File: config.mk
export PLATFORM = sky130hd
export DESIGN_NAME = vga_timing_gen
export DESIGN_NICKNAME = d
export VERILOG_FILES = /design/src/rtl/vga_timing_pkg.sv /design/src/rtl/wrap_counter.sv /design/src/rtl/vga_timing_gen.sv
export SDC_FILE = /design/constraint.sdc
export NUM_CORES = 1
export LEC_CHECK = 0
export CAP_MARGIN = 40
export CORE_AREA = 4 4 56 84
export DETAILED_ROUTE_END_ITERATION = 16
export DIE_AREA = 0 0 60 88
export PLACE_DENSITY = 0.86
export SLEW_MARGIN = 25
export SYNTH_ARGS = -nofsm -noshare
export SYNTH_HDL_FRONTEND = slang
export SYNTH_SLANG_ARGS = --single-unit
export TNS_END_PERCENT = 50
File: constraint.sdc
create_clock -name clk -period 3.64 [get_ports clk]
set_input_delay 0.728 -clock clk [delete_from_list [all_inputs] [get_ports clk]]
set_output_delay 0.728 -clock clk [all_outputs]
set_load 0.005 [all_outputs]
File: src/rtl/vga_timing_pkg.sv
// Timing-set constants for the VGA raster generator and a counter-width helper.
package vga_timing_pkg;

    // 640x480 @ 60 Hz (25.175 MHz pixel clock), negative syncs
    localparam int unsigned VGA640_H_ACTIVE = 640;
    localparam int unsigned VGA640_H_FP     = 16;
    localparam int unsigned VGA640_H_SYNC   = 96;
    localparam int unsigned VGA640_H_BP     = 48;
    localparam int unsigned VGA640_V_ACTIVE = 480;
    localparam int unsigned VGA640_V_FP     = 10;
    localparam int unsigned VGA640_V_SYNC   = 2;
    localparam int unsigned VGA640_V_BP     = 33;
    localparam bit          VGA640_HS_POL   = 1'b0;
    localparam bit          VGA640_VS_POL   = 1'b0;

    // 800x600 @ 60 Hz (40 MHz pixel clock), positive syncs
    localparam int unsigned SVGA800_H_ACTIVE = 800;
    localparam int unsigned SVGA800_H_FP     = 40;
    localparam int unsigned SVGA800_H_SYNC   = 128;
    localparam int unsigned SVGA800_H_BP     = 88;
    localparam int unsigned SVGA800_V_ACTIVE = 600;
    localparam int unsigned SVGA800_V_FP     = 1;
    localparam int unsigned SVGA800_V_SYNC   = 4;
    localparam int unsigned SVGA800_V_BP     = 23;
    localparam bit          SVGA800_HS_POL   = 1'b1;
    localparam bit          SVGA800_VS_POL   = 1'b1;

    // 320x240 reduced test mode
    localparam int unsigned TEST320_H_ACTIVE = 320;
    localparam int unsigned TEST320_H_FP     = 8;
    localparam int unsigned TEST320_H_SYNC   = 48;
    localparam int unsigned TEST320_H_BP     = 24;
    localparam int unsigned TEST320_V_ACTIVE = 240;
    localparam int unsigned TEST320_V_FP     = 5;
    localparam int unsigned TEST320_V_SYNC   = 1;
    localparam int unsigned TEST320_V_BP     = 16;
    localparam bit          TEST320_HS_POL   = 1'b0;
    localparam bit          TEST320_VS_POL   = 1'b0;

    // Minimum bit width able to hold 0..total-1
    function automatic int unsigned min_width(input int unsigned total);
        return (total <= 1) ? 1 : $clog2(total);
    endfunction

endpackage

File: src/rtl/wrap_counter.sv
// Enabled up-counter that wraps from MAX back to zero.
module wrap_counter #(
    parameter int unsigned MAX = 7,
    parameter int unsigned W   = 3
) (
    input  logic         clk,
    input  logic         rst,
    input  logic         en,
    output logic [W-1:0] count,
    output logic         wrap_c
);

    // Terminal count reached on an enabled cycle
    assign wrap_c = en && (count == W'(MAX));

    // Count register
    always_ff @(posedge clk) begin
        if (rst) begin
            count <= '0;
        end else if (en) begin
            count <= wrap_c ? '0 : count + W'(1);
        end
    end

endmodule

File: src/rtl/vga_timing_gen.sv
// VGA raster timing generator: counters, decode and an aligned output register.
module vga_timing_gen
    import vga_timing_pkg::*;
#(
    parameter int unsigned H_ACTIVE = VGA640_H_ACTIVE,
    parameter int unsigned H_FP     = VGA640_H_FP,
    parameter int unsigned H_SYNC   = VGA640_H_SYNC,
    parameter int unsigned H_BP     = VGA640_H_BP,
    parameter int unsigned V_ACTIVE = VGA640_V_ACTIVE,
    parameter int unsigned V_FP     = VGA640_V_FP,
    parameter int unsigned V_SYNC   = VGA640_V_SYNC,
    parameter int unsigned V_BP     = VGA640_V_BP,
    parameter bit          HS_POL   = VGA640_HS_POL,
    parameter bit          VS_POL   = VGA640_VS_POL,
    parameter int unsigned XW       = 10,
    parameter int unsigned YW       = 10
) (
    input  logic          clk,
    input  logic          rst,
    input  logic          pix_en,
    output logic          h_sync,
    output logic          v_sync,
    output logic          display_on,
    output logic          vblank,
    output logic [XW-1:0] x,
    output logic [YW-1:0] y,
    output logic          line_start,
    output logic          frame_start
);

    localparam int unsigned H_TOTAL  = H_ACTIVE + H_FP + H_SYNC + H_BP;
    localparam int unsigned V_TOTAL  = V_ACTIVE + V_FP + V_SYNC + V_BP;
    localparam int unsigned HS_START = H_ACTIVE + H_FP;
    localparam int unsigned HS_END   = HS_START + H_SYNC;
    localparam int unsigned VS_START = V_ACTIVE + V_FP;
    localparam int unsigned VS_END   = VS_START + V_SYNC;

    // Reject coordinate widths too narrow for the raster
    if (XW < min_width(H_TOTAL)) begin : g_xw_check
        $error("vga_timing_gen: XW=%0d cannot hold H_TOTAL=%0d", XW, H_TOTAL);
    end
    if (YW < min_width(V_TOTAL)) begin : g_yw_check
        $error("vga_timing_gen: YW=%0d cannot hold V_TOTAL=%0d", YW, V_TOTAL);
    end

    logic [XW-1:0] hc;
    logic [YW-1:0] vc;
    logic          hc_wrap;
    logic          vc_wrap;
    logic          at_origin;

    wrap_counter #(.MAX(H_TOTAL - 1), .W(XW)) u_hc (
        .clk    (clk),
        .rst    (rst),
        .en     (pix_en),
        .count  (hc),
        .wrap_c (hc_wrap)
    );

    wrap_counter #(.MAX(V_TOTAL - 1), .W(YW)) u_vc (
        .clk    (clk),
        .rst    (rst),
        .en     (pix_en && hc_wrap),
        .count  (vc),
        .wrap_c (vc_wrap)
    );

    // Counters sit at (0,0) after reset and after the last pixel of a frame
    always_ff @(posedge clk) begin
        if (rst) begin
            at_origin <= 1'b1;
        end else if (pix_en) begin
            at_origin <= vc_wrap;
        end
    end

    logic hs_act_c;
    logic vs_act_c;
    logic de_c;
    logic vb_c;

    // Decode the current counter position
    always_comb begin
        hs_act_c = 1'b0;
        vs_act_c = 1'b0;
        de_c     = 1'b0;
        vb_c     = 1'b0;
        hs_act_c = (32'(hc) >= HS_START) && (32'(hc) < HS_END);
        vs_act_c = (32'(vc) >= VS_START) && (32'(vc) < VS_END);
        de_c     = (32'(hc) < H_ACTIVE) && (32'(vc) < V_ACTIVE);
        vb_c     = (32'(vc) >= V_ACTIVE);
    end

    // Output register: all outputs describe the same sampled pixel
    always_ff @(posedge clk) begin
        if (rst) begin
            x           <= '0;
            y           <= '0;
            display_on  <= 1'b0;
            vblank      <= 1'b0;
            h_sync      <= !HS_POL;
            v_sync      <= !VS_POL;
            line_start  <= 1'b0;
            frame_start <= 1'b0;
        end else if (pix_en) begin
            x           <= hc;
            y           <= vc;
            display_on  <= de_c;
            vblank      <= vb_c;
            h_sync      <= hs_act_c ? HS_POL : !HS_POL;
            v_sync      <= vs_act_c ? VS_POL : !VS_POL;
            line_start  <= (hc == '0);
            frame_start <= at_origin;
        end else begin
            line_start  <= 1'b0;
            frame_start <= 1'b0;
        end
    end

endmodule

==> results of run 1 <==
cell usage in the layout (no fill, tap or decap), drive strengths merged:
master,instances
nand2,9
dfxtp,47
buf,2
or3,1
inv,6
nand3,10
clkdlybuf4s50,28
o21ai,3
or2,1
nor3,8
nor4b,3
and4b,1
nand4,5
nor4,5
nand2b,1
nand4bb,1
xnor2,7
o31ai,2
a211oi,1
o2111ai,1
nor2,34
and4,2
and3,5
xor2,5
nor3b,1
a311oi,1
a21oi,7
ha,5
o211a,1
a21o,1
or4,2
o21bai,1
clkbuf,8
a31o,1
mux2i,22
nand4b,1
cell families after synthesis:
kind of cell             count (synthesis)  share of synthesized area (%)
XOR/XNOR                                12                           5.15
flip-flops                              47                           46.1
AND/OR/NAND/NOR                         90                           24.4
multiplexers                            22                           10.8
adder cells (fa/ha/maj)                  5                           3.06
AO/OA/AOI/OAI                           19                           6.07
buffers and inverters                   18                           4.47
how the worst max path moves through the flow:
stage | startpoint | endpoint | slack [ps] | depth (start not counted)
finish | pix_en | u_hc.count[9] | 1350 | 6
floorplan | pix_en | u_vc.count[7] | 1860 | 4
global route | pix_en | u_hc.count[9] | 1210 | 6
CTS | pix_en | u_hc.count[9] | 1370 | 6
detailed placement | pix_en | u_hc.count[9] | 1050 | 6
global placement | pix_en | u_hc.count[9] | 1080 | 6
worst reg2reg max path: stages (launching register included):
cell and delay [ps]:
dfxtp_1 420, ha_1 240, nand4_1 290, nor3_4 440
a31o_1 410, nor2_1 90
per-stage QoR:
stage                     cell area (µm²)  setup slack (ps)  util (%)  power (mW)  cells
after floorplan                      2040              1860         -       0.564    213
after global placement               2320              1080      59.2       0.578    276
after detailed placement             2320              1050      59.2       0.579    276
after CTS                            2420              1370      61.8       0.912    284
after global routing                 2420              1210      61.8       0.944    284
final                                2420              1350      61.8       0.903    284
area by class of cell:
class / count / area [µm²] / share of cell area [%]
tap: 45 / 56.3 / 2.32
sequential: 47 / 941 / 38.8
multi-input combinational: 148 / 1010 / 41.6
clock buffer: 8 / 100 / 4.13
inverter: 6 / 22.5 / 0.929
timing repair buffer: 30 / 295 / 12.2
per-layer routing:
layer / GRT usage [%] / part of all wire (%) / wire (µm)
met5: 0 / 0 / 0
met2: 31.2 / 52 / 2200
met1: 20.0 / 42 / 1790
met4: 8.87 / 2.0 / 85
met3: 4.87 / 3.8 / 163
power by group:
part	internal (mW)	leakage [nW]	switching, mW
registers	0.520	0.380	0.00413
logic	0.0198	0.518	0.0233
clock network	0.173	0.0515	0.163
total	0.713	0.950	0.190
state kept, by name (all words and copies together) (netlist names):
name / cells
at_origin: 1
display_on: 1
frame_start: 1
h_sync: 1
line_start: 1
u_hc.count: 10
u_vc.count: 10
v_sync: 1
vblank: 1
x: 10
y: 10
==> out/metrics.yaml, run 1 <==
status: "finished, final reports clean"
path_delay_family: "buffers and inverters"
nNetsFinal: 246
viasPerCell: 5.73
clkSinkCount: 47
wl_mm: 4.24
cp_slowest_cell: "clkdlybuf4s50_1"
r2r_end: "u_vc.count[3]"
synth.most_common_cell: "dfxtp_1"
yosysTopAreaCell: "dfxtp_1"
min_delay_path_depth: 1
firstDrtPassIters: 4
maxSlewViolCount: 0
yosys_warnings: 0
fill_cells: 349
areaGrowthSynthToFinish_pct: 18.8
async_reset_ff_share_pct: 0
max_freq_mhz: 436
clock_path_buffers: 2
route.detailed.drc: 0
dr_total_vias: 1628
ys_seq_elements: 47
tightest_slew_ps: 560
synth_edf_count: 0
core_area_um2: 3920
vdd_ir_drop_max_v: 0.000385
r2r_slack_ps: 1640
antenna_found_initial: 0
grt-ovfl-total: 0
finalCritPeriodShare_pct: 62.9
ctsResizeCount: 0
timing.slew.headroom_pct: 62.5
maxCapViolCount: 0
io_pins: 29
synth_cells: 213
cp.arrival_ps: 2460
die_w_um: 60
hp-class: "flip-flop to flip-flop"
fin_crit_ps: 2290
ant_nets: 0
min_to: "at_origin"
cp-start-kind: "input port"
layout-drive-gt1-share_pct: 5.86
syn-num-nets: 221
die-height_um: 88
die_area_um2: 5280
grt_first_pass_wirelength_mm: 7.32
synth_top_area_share_pct: 46.1
cts_tree: "yes"
grt_pass1_vias: 1579
ys_top_cells_by_count: "47 x dfxtp_1, 34 x nor2_1, 22 x mux2i_1, 10 x nand3_1, 9 x nand2_1"
ctsRootBufferMaster: "clkbuf_8"
io_buffers: 28
power-per-cell-area_nw_per_um2: 372
hpwl_mm: 2.96
finalSetupTns_ps: 0
crit_required_ps: 3810
seq_area_frac_synth_pct: 46.1
end_kind: "flip-flop"
synthDistinctLibCells: 40
critical_path_class: "input port to flip-flop"
crit_buf_inv: 2
grt_max_degree: 32
finalHoldViolCount: 0
worst_r2r_path_depth: 5
path_max_fanout: 31
antenna_cells: 0
cts_hold_buf: 0
first_iter_violations: 40
worstHoldStart: "at_origin"
cts_buffers: 5
clk_latency_ps: 300
htreeDepth: 2
rr_startpoint: "u_hc.count[1]"
syn_area_per_cell_um2: 9.59
holdWs_ps: 471
place_congestion: 0.946
synth_area_leaders: "dfxtp_1 46%, mux2i_1 11%, nor2_1 6.3%"
clock_skew_ps: 4.52
ys.flop_type: "dfxtp_1"
grt_util_all_layers_pct: 18.1
leakagePower_nw: 0.950
worst_setup_hold_path_clk_slew_ps: 80
num_rows: 28
cts_setup_buffers: 0
routedWlPerCell_um: 14.9
netlist_area_um2: 2040
max_stage_delay_ps: 500
path_cells: "clkdlybuf4s50_1 > buf_4 > and3_1 > nor4b_1 > xnor2_1 > nor3_1"
rsz0062_at_grt: "no"
start_util_pct: 52.0
setup-violations-final: 0
Power figures use the tool's default switching activity.
==> inputs of run 2 (changes only) <==
--- a/config.mk
+++ b/config.mk
@@ -6,10 +6,10 @@
 export NUM_CORES = 1
 export LEC_CHECK = 0
 export CAP_MARGIN = 40
-export CORE_AREA = 4 4 56 84
+export CORE_AREA = 4 4 59 87
 export DETAILED_ROUTE_END_ITERATION = 16
-export DIE_AREA = 0 0 60 88
-export PLACE_DENSITY = 0.86
+export DIE_AREA = 0 0 63 91
+export PLACE_DENSITY = 0.83
 export SLEW_MARGIN = 25
 export SYNTH_ARGS = -nofsm -noshare
 export SYNTH_HDL_FRONTEND = slang
==> constraint.sdc (replaced) <==
create_clock -name clk -period 2.05 [get_ports clk]
set_input_delay 0.41 -clock clk [delete_from_list [all_inputs] [get_ports clk]]
set_output_delay 0.41 -clock clk [all_outputs]
set_load 0.005 [all_outputs]
==> out/metrics.yaml, run 2 (same netlist as run 1, synthesis figures left out) <==
cts_tree: "yes"
clkSinkCount: 47
rr_startpoint: "u_hc.count[0]"
grt_use_met3_pct: 4.44
leakagePower_nw: 1.01
final_common_cell: "dfxtp_1"
viasPerCell: 5.54
worst_r2r_path_depth: 5
grt-ovfl-total: 0
path_cells: "ha_1 > and4_1 > nand3_1 > or4_1 > a21oi_1"
antenna_cells: 0
tightest_slew_ps: 446
die-height_um: 91
cts_hold_buf: 0
ctsRootBufferMaster: "clkbuf_8"
io_buffers: 28
clock_path_buffers: 2
path_delay_family: "simple AND/OR/NAND/NOR gates"
status: "finished, final reports clean"
wl_mm: 4.29
multi_input_area_um2: 1010
power-per-cell-area_nw_per_um2: 658
areaGrowthSynthToFinish_pct: 23.6
ant_nets: 0
post-place-cells: 288
r2r_slack_ps: 290
finalSetupTns_ps: 0
dr_total_vias: 1633
route.detailed.drc: 0
top_usage_layer: "met2"
die_w_um: 63
use_met2_pct: 29.3
num_rows: 29
cp_slowest_cell: "or4_1"
crit_buf_inv: 0
max_freq_mhz: 568
finalCritPeriodShare_pct: 85.8
cp.arrival_ps: 1990
htreeDepth: 2
min_to: "at_origin"
min_delay_path_depth: 1
firstDrtPassIters: 4
max_stage_delay_ps: 510
layout.cells.non_filler: 295
timing.slew.headroom_pct: 70.0
setup-violations-final: 0
crit_required_ps: 2280
mostFrequentLayoutCells: "47 x dfxtp_1, 34 x nor2_1, 28 x clkdlybuf4s50_1"
maxSlewViolCount: 0
fin_crit_ps: 1760
regArea_um2: 941
worst_setup_hold_path_clk_slew_ps: 80
rsz0062_at_grt: "no"
fill_cells: 353
clock_skew_ps: 6.98
cts_buffers: 5
hp-class: "flip-flop to flip-flop"
end_kind: "flip-flop"
maxCapViolCount: 0
cp-start-kind: "flip-flop"
start_util_pct: 47.3
core_area_um2: 4320
antenna_found_initial: 0
die_area_um2: 5730
grt_util_all_layers_pct: 16.3
io_pins: 29
routedWlPerCell_um: 14.5
met1_usage_pct: 17.0
grt_first_pass_wirelength_mm: 7.51
critical_path_class: "flip-flop to flip-flop"
layout-drive-gt1-share_pct: 9.64
r2r_end: "u_vc.count[6]"
first_iter_violations: 56
grt_pass1_vias: 1683
ctsResizeCount: 0
cts_setup_buffers: 0
place_congestion: 0.793
worstHoldStart: "at_origin"
path_max_fanout: 5
hpwl_mm: 3.15
finalHoldViolCount: 0
nNetsFinal: 257
vdd_ir_drop_max_v: 0.000504
grt_max_degree: 31
clk_latency_ps: 300
## run 2: cell types whose count changed in the layout (fill, tap and decap cells not counted), sizes merged
cell,previous run,this run
buf,2,13
clkbuf,8,6
bufinv,0,1
## run 2: report_power, final
group          internal, mW  switching (mW)  leakage [nW]
sequential            0.923         0.00629         0.380
combinational        0.0430          0.0437         0.577
clock                 0.357           0.288        0.0513
total                  1.32           0.338          1.01
## run 2: final cells by class
cell class	count	area share, %
clock inverters	1	1.19
multi-input cells	148	40.0
well taps	46	2.28
repair buffers	41	15.5
inverters	6	0.892
flip-flops and latches	47	37.3
clock buffers	6	2.88
## run 2: worst max-delay path by stage
stage                             start       endpoint  slack [ps]  cells after the start
after floorplan           u_hc.count[0]  u_vc.count[7]         420                      5
after CTS                 u_hc.count[0]  u_vc.count[6]         280                      5
after global routing      u_hc.count[0]  u_vc.count[8]         150                      5
after global placement           pix_en  u_vc.count[6]          90                      5
after detailed placement         pix_en  u_vc.count[6]          20                      5
final                     u_hc.count[0]  u_vc.count[6]         290                      5
## run 2: routing by layer
layer  part of all wire (%)  routed length (µm)
met5                      0                   0
met4                    2.3                  97
met3                    3.3                 141
met2                     53                2250
met1                     42                1800
## run 2: through the flow
step           area [µm²]  hold slack [ps]  utilization (%)  setup WS [ps]  power, mW
3_5_place_dp         2420              440             56.1           23.4       1.04
4_1_cts              2520              456             58.4            283       1.68
5_1_grt              2520              498             58.4            153       1.73
3_3_place_gp         2420              430             56.1           88.9       1.04
2_1_floorplan        2040              422                -            418       1.00
6_report             2520              456             58.4            290       1.66
==> inputs of run 3 (changes only) <==
--- a/config.mk
+++ b/config.mk
@@ -6,12 +6,12 @@
 export NUM_CORES = 1
 export LEC_CHECK = 0
 export CAP_MARGIN = 40
-export CORE_AREA = 4 4 59 87
+export CORE_AREA = 4 4 79 118
 export DETAILED_ROUTE_END_ITERATION = 16
-export DIE_AREA = 0 0 63 91
-export PLACE_DENSITY = 0.83
+export DIE_AREA = 0 0 83 122
+export PLACE_DENSITY = 0.55
 export SLEW_MARGIN = 25
 export SYNTH_ARGS = -nofsm -noshare
 export SYNTH_HDL_FRONTEND = slang
 export SYNTH_SLANG_ARGS = --single-unit
-export TNS_END_PERCENT = 50
+export TNS_END_PERCENT = 1
==> out/metrics.yaml, run 3 (same netlist as run 1, synthesis figures left out) <==
grt-ovfl-total: 0
path_cells: "ha_1 > and4_1 > nand3_1 > or4_1 > a21oi_1"
grt_max_degree: 25
finalHoldViolCount: 0
grt_pass1_vias: 1558
cts_hold_buf: 0
layout-drive-gt1-share_pct: 10.0
maxCapViolCount: 0
min_delay_path_depth: 1
crit_required_ps: 2260
worst_setup_hold_path_clk_slew_ps: 60
path_max_fanout: 5
ctsRootBufferMaster: "clkbuf_16"
cp.depth: 5
core_area_um2: 8310
fill_cells: 893
io_buffers: 28
end_kind: "flip-flop"
cts_setup_buffers: 0
cp_slowest_cell: "or4_1"
dpl_cell_area_um2: 2490
regArea_um2: 941
clock_skew_ps: 3.82
cp.arrival_ps: 1970
first_iter_violations: 41
utilization_pct: 31.9
multi_input_area_um2: 1010
rsz0062_at_grt: "no"
clk_latency_ps: 280
io_pins: 29
viasPerCell: 4.48
finalSetupTns_ps: 0
timing.slew.headroom_pct: 71.8
nNetsFinal: 258
areaGrowthSynthToFinish_pct: 29.8
max_stage_delay_ps: 510
wl_mm: 4.77
setup-violations-final: 0
vdd_ir_drop_max_v: 0.000355
clkSinkCount: 47
clock_path_buffers: 2
num_rows: 41
die_w_um: 83
crit_buf_inv: 0
critical_path_class: "flip-flop to flip-flop"
finalCritPeriodShare_pct: 85.5
stdcell_area_um2: 2650
cp-start-kind: "flip-flop"
antenna_found_initial: 0
status: "finished, final reports clean"
start_util_pct: 24.6
routedWlPerCell_um: 13.4
ctsResizeCount: 0
max_freq_mhz: 570
worst_r2r_path_depth: 5
hpwl_mm: 3.59
die_area_um2: 10100
antenna_cells: 0
final_common_cell: "dfxtp_1"
fin_crit_ps: 1750
dr_total_vias: 1599
ant_nets: 0
hp-class: "flip-flop to flip-flop"
leakagePower_nw: 1.03
tightest_slew_ps: 419
cts_tree: "yes"
dp_worst_setup_slack_ps: 35.4
die-height_um: 122
firstDrtPassIters: 4
power-per-cell-area_nw_per_um2: 720
route.detailed.drc: 0
path_delay_family: "simple AND/OR/NAND/NOR gates"
grt_util_all_layers_pct: 9.69
place_congestion: 0.833
htreeDepth: 2
mostFrequentLayoutCells: "47 x dfxtp_1, 34 x nor2_1, 28 x clkdlybuf4s50_1"
cts_buffers: 5
grt_first_pass_wirelength_mm: 7.77
maxSlewViolCount: 0
worst_slack_ps: 296
holdWs_ps: 461
-- run 3: path summary, 6_finish.rpt --
check | start | to | slack [ps]
setup reg to reg | u_hc.count[1] | u_vc.count[6] | 300
hold / removal | at_origin | at_origin | 460
setup / recovery | u_hc.count[1] | u_vc.count[6] | 300
hold reg to reg | at_origin | at_origin | 460
-- run 3: cell type report --
type | instances | area share, %
Clock inverter | 1 | 1.13
Multi-Input combinational cell | 148 | 38.1
Tap cell | 107 | 5.05
Timing Repair Buffer | 42 | 14.5
Inverter | 6 | 0.849
Clock buffer | 6 | 4.86
Sequential cell | 47 | 35.5
-- run 3: metrics by stage --
step | power, mW | cells
after floorplan | 1.00 | 213
after detailed placement | 1.04 | 350
final | 1.91 | 357
after global routing | 1.98 | 357
after CTS | 1.93 | 357
after global placement | 1.04 | 350
-- run 3: metal layers --
layer  up-vias  track usage (%)  routed length [µm]  part of all wire [%]
li1        817                -                   -                     -
met1       750             10.2                1960                    41
met2        26             18.4                2560                    54
met3         6             2.17                 176                   3.7
met4         0             4.09                  82                   1.7
met5         -                0                   0                     0
-- run 3: where the power goes --
group          switching [mW]  internal [mW]
clock                   0.326          0.569
sequential            0.00749          0.924
combinational          0.0429         0.0414
-- run 3: worst reg2reg max path: cells and delay by family, from the launching register on --
family	cells	cell delay [ps]
AND/OR/NAND/NOR	3	870
flip-flops	1	410
adder cells (fa/ha/maj)	1	250
AO/OA/AOI/OAI	1	160
